[src/rtl/pc_enable_pkg.sv]
// Shared MIPS definitions for next-PC selection and the default reset vector.
package pc_enable_pkg;

  typedef enum logic [1:0] {
    PC_SRC_ALU    = 2'b00,
    PC_SRC_ALUOUT = 2'b01,
    PC_SRC_JUMP   = 2'b10,
    PC_SRC_RSVD   = 2'b11
  } pc_src_e;

  localparam logic [31:0] DEFAULT_RESET_PC = 32'h0000_0000;

endpackage : pc_enable_pkg

[src/rtl/pc_en_logic.sv]
// PC load enable: unconditional write or a taken beq/bne.
module pc_en_logic (
  input  logic PCWrite,
  input  logic Branch,
  input  logic BranchNe,
  input  logic Zero,
  output logic PCEn
);

  assign PCEn = PCWrite | (Branch & Zero) | (BranchNe & ~Zero);

endmodule : pc_en_logic

[src/rtl/pc_enable.sv]
// Program counter register with next-PC source mux and branch/write enable.
module pc_enable
  import pc_enable_pkg::*;
#(
  parameter int unsigned      WIDTH    = 32,
  parameter logic [WIDTH-1:0] RESET_PC = WIDTH'(DEFAULT_RESET_PC)
) (
  input  logic             clk,
  input  logic             rst_n,
  input  logic             PCWrite,
  input  logic             Branch,
  input  logic             BranchNe,
  input  logic             Zero,
  input  logic [1:0]       PCSrc,
  input  logic [WIDTH-1:0] ALUResult,
  input  logic [WIDTH-1:0] ALUOut,
  input  logic [WIDTH-1:0] Instr,
  output logic             PCEn,
  output logic [WIDTH-1:0] PCNext,
  output logic [WIDTH-1:0] PC,
  output logic             PCMisaligned
);

  logic [WIDTH-1:0] pc_q;
  logic [WIDTH-1:0] pc_d;
  logic             unused_instr_hi;

  // Opcode bits above the jump index are not needed here.
  assign unused_instr_hi = ^Instr[WIDTH-1:26];

  pc_en_logic u_pc_en_logic (
    .PCWrite  (PCWrite),
    .Branch   (Branch),
    .BranchNe (BranchNe),
    .Zero     (Zero),
    .PCEn     (PCEn)
  );

  always_comb begin
    pc_d = ALUResult;
    unique case (pc_src_e'(PCSrc))
      PC_SRC_ALU:    pc_d = ALUResult;
      PC_SRC_ALUOUT: pc_d = ALUOut;
      PC_SRC_JUMP:   pc_d = {pc_q[WIDTH-1:28], Instr[25:0], 2'b00};
      PC_SRC_RSVD:   pc_d = ALUResult;
      default:       pc_d = ALUResult;
    endcase
  end

  always_ff @(posedge clk or negedge rst_n) begin
    if (!rst_n) begin
      pc_q <= RESET_PC;
    end else if (PCEn) begin
      pc_q <= pc_d;
    end
  end

  assign PCNext       = pc_d;
  assign PC           = pc_q;
  assign PCMisaligned = |pc_q[1:0];

endmodule : pc_enable

[config.mk]
export PLATFORM = sky130hd
export DESIGN_NAME = pc_enable
export DESIGN_NICKNAME = d
export VERILOG_FILES = /design/src/rtl/pc_enable_pkg.sv /design/src/rtl/pc_en_logic.sv /design/src/rtl/pc_enable.sv
export SDC_FILE = /design/constraint.sdc
export NUM_CORES = 1
export LEC_CHECK = 0
export CAP_MARGIN = 0
export CORE_AREA = 2 2 67 69
export DETAILED_ROUTE_END_ITERATION = 16
export DIE_AREA = 0 0 69 71
export DONT_BUFFER_PORTS = 1
export GPL_TIMING_DRIVEN = 0
export MAX_ROUTING_LAYER = met4
export PLACE_DENSITY = 0.66
export SLEW_MARGIN = 10
export SYNTH_ARGS = -nofsm -noshare
export SYNTH_HDL_FRONTEND = slang
export SYNTH_SLANG_ARGS = --single-unit
[constraint.sdc]
create_clock -name clk -period 0.95 [get_ports clk]
set_clock_uncertainty 0.05 [all_clocks]
set_input_delay 0.0475 -clock clk [delete_from_list [all_inputs] [get_ports clk]]
set_output_delay 0.0475 -clock clk [all_outputs]
set_load 0.005 [all_outputs]
Word-level counts from Yosys, hierarchy flattened
Cells that the tools add are included.
{ "totals": {"output_inout_bits": 66, "elab_cells": 13, "n_memories": 0, "ram_bits": 0, "ff_bits": 32, "latchBits": 0, "rom_bits": 0, "inputBits": 104} }
{ "classes": {"reduce_logical": 3, "n_lt_le_gt_ge": 0, "n_mux": 1, "eq_ne": 3, "addsub": 0, "n_bitwise": 5, "mul": 0, "shifts": 0, "div": 0} }
{ "op_table": {"columns": ["operator", "n"], "rows": [
  ["case mux 32 bit (3 select lines)", 1],
  ["equality test 2 bit (second input constant)", 2],
  ["OR reduction 2 bit", 2],
  ["AND 1 bit", 2],
  ["equality test 2 x 1 -> 1 bit (second input constant)", 1],
  ["logical NOT 2 bit", 1],
  ["bitwise OR 1 bit", 2],
  ["NOT 1 bit", 1]
]} }

Longest topological paths before layout
{ "depth": {"word_depth": 3, "ltp_mapped": 7, "depth_no_buf": 5} }

Cells and area by module
A second synthesis with hierarchy kept.
{ "unflattened": {"hier_cells": 230, "area_unflattened_um2": 2354.8} }
{ "by_module_without_submodules": {"columns": ["mod", "n_inst", "area_per_inst_um2", "cells_per_inst"], "rows": [
  ["pc_enable", 1, 2339.7, 228],
  ["pc_en_logic", 1, 15.0, 2]
]} }

Least setup slack after synthesis
Ideal clock, no wire load.
{ "synth_path": {"path_type": "input -> register", "startpoint": "in PCSrc[0]", "endpoint": "reg pc_q[13] (netlist: PC[13])", "setup_ps": 127, "n_path_buf": 1, "required_ps": 773, "path_slack_ps": -333, "t_arrival_ps": 1106, "stages": 6, "path_cell_list": "inv_1 -> ha_1 -> buf_2 -> a22oi_1 -> o21ai_0 -> mux2_1"} }
{ "synth_via": {"elab_chain_cells": 3} }
{ "synth_rtl": {"columns": ["element", "line_no", "rtl"], "rows": [
  ["from (decl)", "pc_enable.sv:14", "input logic [1:0] PCSrc,"],
  ["equality test 2 bit or logical NOT 2 bit (tied branches)", "pc_enable.sv:41", "unique case (pc_src_e'(PCSrc))"],
  ["OR reduction 2 bit (no source line)", null, null],
  ["case mux 32 bit (3 select lines) (*)", "pc_enable.sv:41", null],
  ["via PCNext[13]", "pc_enable.sv:19", "output logic [WIDTH-1:0] PCNext,"],
  ["to (signal assigned)", "pc_enable.sv:54", "pc_q <= pc_d;"],
  ["to (decl)", "pc_enable.sv:24", "logic [WIDTH-1:0] pc_q;"]
]} }
Mark *: on every way through the listed nets, which the timed path passes. The rest lies on a longest branch.
A chain may end at the register's enable or synchronous reset.

Worst setup path in the final report
{ "layout_path": {"startpoint": "reg pc_q[31] (netlist: PC[31])", "endpoint": "reg pc_q[31] (netlist: PC[31])"} }
{ "layout_via": {"elab_chain_cells": 1} }
{ "layout_rtl": {"columns": ["element", "line_no"], "rows": [
  ["case mux 32 bit (3 select lines)", "pc_enable.sv:41"],
  ["via PCNext[31]", "pc_enable.sv:19"]
]} }
The timed path passes the listed nets, and every way through them passes these cells.

==> flow_summary.yaml <==
floorplan:
  start_util_pct: 43.5
  fp-row-count: 24
  top_level_ports: 170
  dieArea_mm2: 0.00490
  design.core.area_mm2: 0.00420
  die_span_in_y_um: 71
  die_width_um: 69
timing:
  worst_slew_pin_slew_ns: 0.409
  setup_violations: 40
  post-route-period-util_pct: 114
  final_max_slew_viol_count: 0
  period_needed_ns: 1.09
  post-route-worst-setup-slack_ns: -0.135
  slew-limit-headroom_pct: 72.6
  grt_setup_unrepaired: "true"
  hold_viol: 0
  totalNegativeSetupSlack_ns: -2.27
  max_freq_ghz: 0.922
pwr:
  power.ir.vdd_worst_mv: 0.955
  leakage_nw: 1.06
  power_density_mw_per_mm2: 1560
  fin_total_pwr_mw: 4.00
synth:
  synth_cells: 181
  synth_top_cell_area_share_pct: 43.7
  syn_area_mm2: 0.00183
  ys_seq_elements: 32
  synth.area.top_cells: "sky130_fd_sc_hd__dfrtp_1 (44%), sky130_fd_sc_hd__mux2_2 (18%), sky130_fd_sc_hd__a22oi_1 (12%), sky130_fd_sc_hd__o21ai_0 (8.2%), sky130_fd_sc_hd__nand2_1 (6.2%)"
  synth_sequential_area_ratio_pct: 43.7
  number_of_distinct_library_cell_variants_in_the_gate_level_netlist_after_synthesis: 15
  synth_fp_nets: 287
  ys_warns: 0
  synth_largest_area_cell: "sky130_fd_sc_hd__dfrtp_1"
  synthesis.area_per_instance_um2: 10.1
place:
  pre_cts_slack_ns: -0.394
  io_buffer_count: 0
  detailedPlacementHpwl_mm: 4.19
  place_area_mm2: 0.00201
  gpl.final_weighted_congestion: 0.810
clock_tree:
  clockRootBuffer: "sky130_fd_sc_hd__clkbuf_8"
  cts_inserted_buffers: 5
  tritoncts: "yes"
  latest_clock_arrival_within_the_worst_skew_pair_ns: 0.27
  cts.clk_slew.worst_paths_ns: 0.07
  cts_max_level: 2
  clock_path_buffers: 2
  cts_num_sinks: 32
cells_and_area:
  mostFrequentLayoutCells: "sky130_fd_sc_hd__dfrtp_1 (32), sky130_fd_sc_hd__nand2_1 (29), sky130_fd_sc_hd__o21ai_2 (24), sky130_fd_sc_hd__a22oi_2 (23)"
  design.final.nets: 303
  mostFrequentLayoutCell: "sky130_fd_sc_hd__dfrtp_1"
  final_design_area_no_fill_mm2: 0.00257
  diodes_inserted: 0
  largest_register_ff_count: 32
  drive_gt1_share_pct: 59.1
  synthToLayoutAreaGrowth_pct: 40.5
route:
  drt.antenna.violating_nets: 0
  detailedRoute.firstIterationViolations: 53
  routedWlPerCell_um: 24.5
  first_pass_iters: 4
  vias: 1627
  routed_wirelength_mm: 6.12
  drcViolationCount: 0
  drt-vias-per-instance: 6.51
critical_path:
  worstSetupStartpointType: "flip-flop"
  worst-endpoint-arrival_ns: 1.20
  crit_path_required_time_ns: 1.06
  cp-end-kind: "flip-flop"
  critPathMaxFanout: 3
  critPathKind: "flip-flop to flip-flop"
global_route:
  pin_count_of_the_biggest_net_entering_global_routing: 33
  grt_remaining_overflow: 0
  track_usage_pct: 21.8
  first_global_vias: 1576
  antenna_found_initial: 0
  grt_first_pass_wirelength_mm: 8.16
flow_run:
  max_cap_viol_count: 0
worst_hold_path:
  hp-class: "primary input to flip-flop"
outcome:
  failed_checks: "negative setup slack"
  status: "finished with violations"
-- logic make-up after synthesis --
| family | share of synthesized area (%) |
|---|---|
| AO/OA/AOI/OAI | 22.6 |
| adder cells (fa/ha/maj) | 1.37 |
| buffers and inverters | 5.47 |
| flip-flops | 43.7 |
| multiplexers | 19.7 |
| AND/OR/NAND/NOR | 7.18 |
-- critical path, stage by stage (launching register included) --
cell and delay, ns:
sky130_fd_sc_hd__dfrtp_1 0.42, sky130_fd_sc_hd__a22oi_2 0.15, sky130_fd_sc_hd__o21ai_2 0.09, sky130_fd_sc_hd__mux2_2 0.26
-- area by class of cell --
class	count	area (um2)
inverters	3	18.8
multi-input cells	130	1280
fillers	350	1630
repair buffers	9	138
flip-flops and latches	32	801
well taps	52	65.1
clock buffers	8	90.1
plain buffers	16	179
-- path summary, 6_finish.rpt --
| kind | endpoint | slack, ns | from | depth (start not counted) |
|---|---|---|---|---|
| worst max-delay path | PC[31] | -0.14 | PC[31] | 3 |
| worst min-delay path | PC[25] | 0.001 | ALUOut[25] | 3 |
| worst min register to register | PC[13] | 0.48 | PC[13] | 1 |
| max in group asynchronous | PC[0] | 0.50 | rst_n | 2 |
| min in group asynchronous | PC[17] | 0.17 | rst_n | 2 |
| worst max register to register | PC[31] | -0.14 | PC[31] | 3 |
-- cells in the mapped netlist --
| master | n |
|---|---|
| sky130_fd_sc_hd__clkbuf_1 | 8 |
| sky130_fd_sc_hd__dfrtp_1 | 32 |
| sky130_fd_sc_hd__or2_2 | 1 |
| sky130_fd_sc_hd__inv_1 | 3 |
| sky130_fd_sc_hd__mux2_1 | 3 |
| sky130_fd_sc_hd__o21ai_0 | 30 |
| sky130_fd_sc_hd__buf_6 | 3 |
| sky130_fd_sc_hd__buf_2 | 5 |
| sky130_fd_sc_hd__a211oi_4 | 1 |
| sky130_fd_sc_hd__nand2_1 | 30 |
| sky130_fd_sc_hd__ha_1 | 2 |
| sky130_fd_sc_hd__mux2_2 | 29 |
| sky130_fd_sc_hd__nor2b_1 | 2 |
| sky130_fd_sc_hd__a22oi_1 | 30 |
| sky130_fd_sc_hd__a22o_1 | 2 |
-- metrics by stage --
stage               utilization (%)  cells  hold slack, ns
global route                   61.2    250         0.00226
detailed placement             47.8    233          -0.297
global placement               47.8    233          -0.297
floorplan                         -    181          -0.298
CTS                            53.1    245        0.000764
finish                         61.2    250         0.00126
-- power by group --
group | internal (mW) | total [mW] | switching [mW]
sequential | 1.56 | 1.74 | 0.180
clock | 0.591 | 1.08 | 0.491
combinational | 0.631 | 1.18 | 0.546
-- routing by layer --
metal / vias to the layer above / routed length (um) / GRT usage (%)
met2: 114 / 3300 / 39.5
met1: 803 / 2220 / 22.9
met3: 11 / 519 / 6.70
met5: - / 0 / -
met4: 0 / 82 / 6.32
li1: 699 / - / -
-- repair_timing --
| action | 4_1_cts | 5_1_grt |
|---|---|---|
| resized for setup | 26 | 62 |
| endpoints found under the hold margin | 33 | 1 |
| pin swaps | 2 | 12 |
| gates cloned | 0 | 4 |
| hold buffers | 3 | 1 |
| setup buffers | 1 | 0 |
| endpoints found under the setup margin | 63 | 63 |
Power figures use the tool's default switching activity.
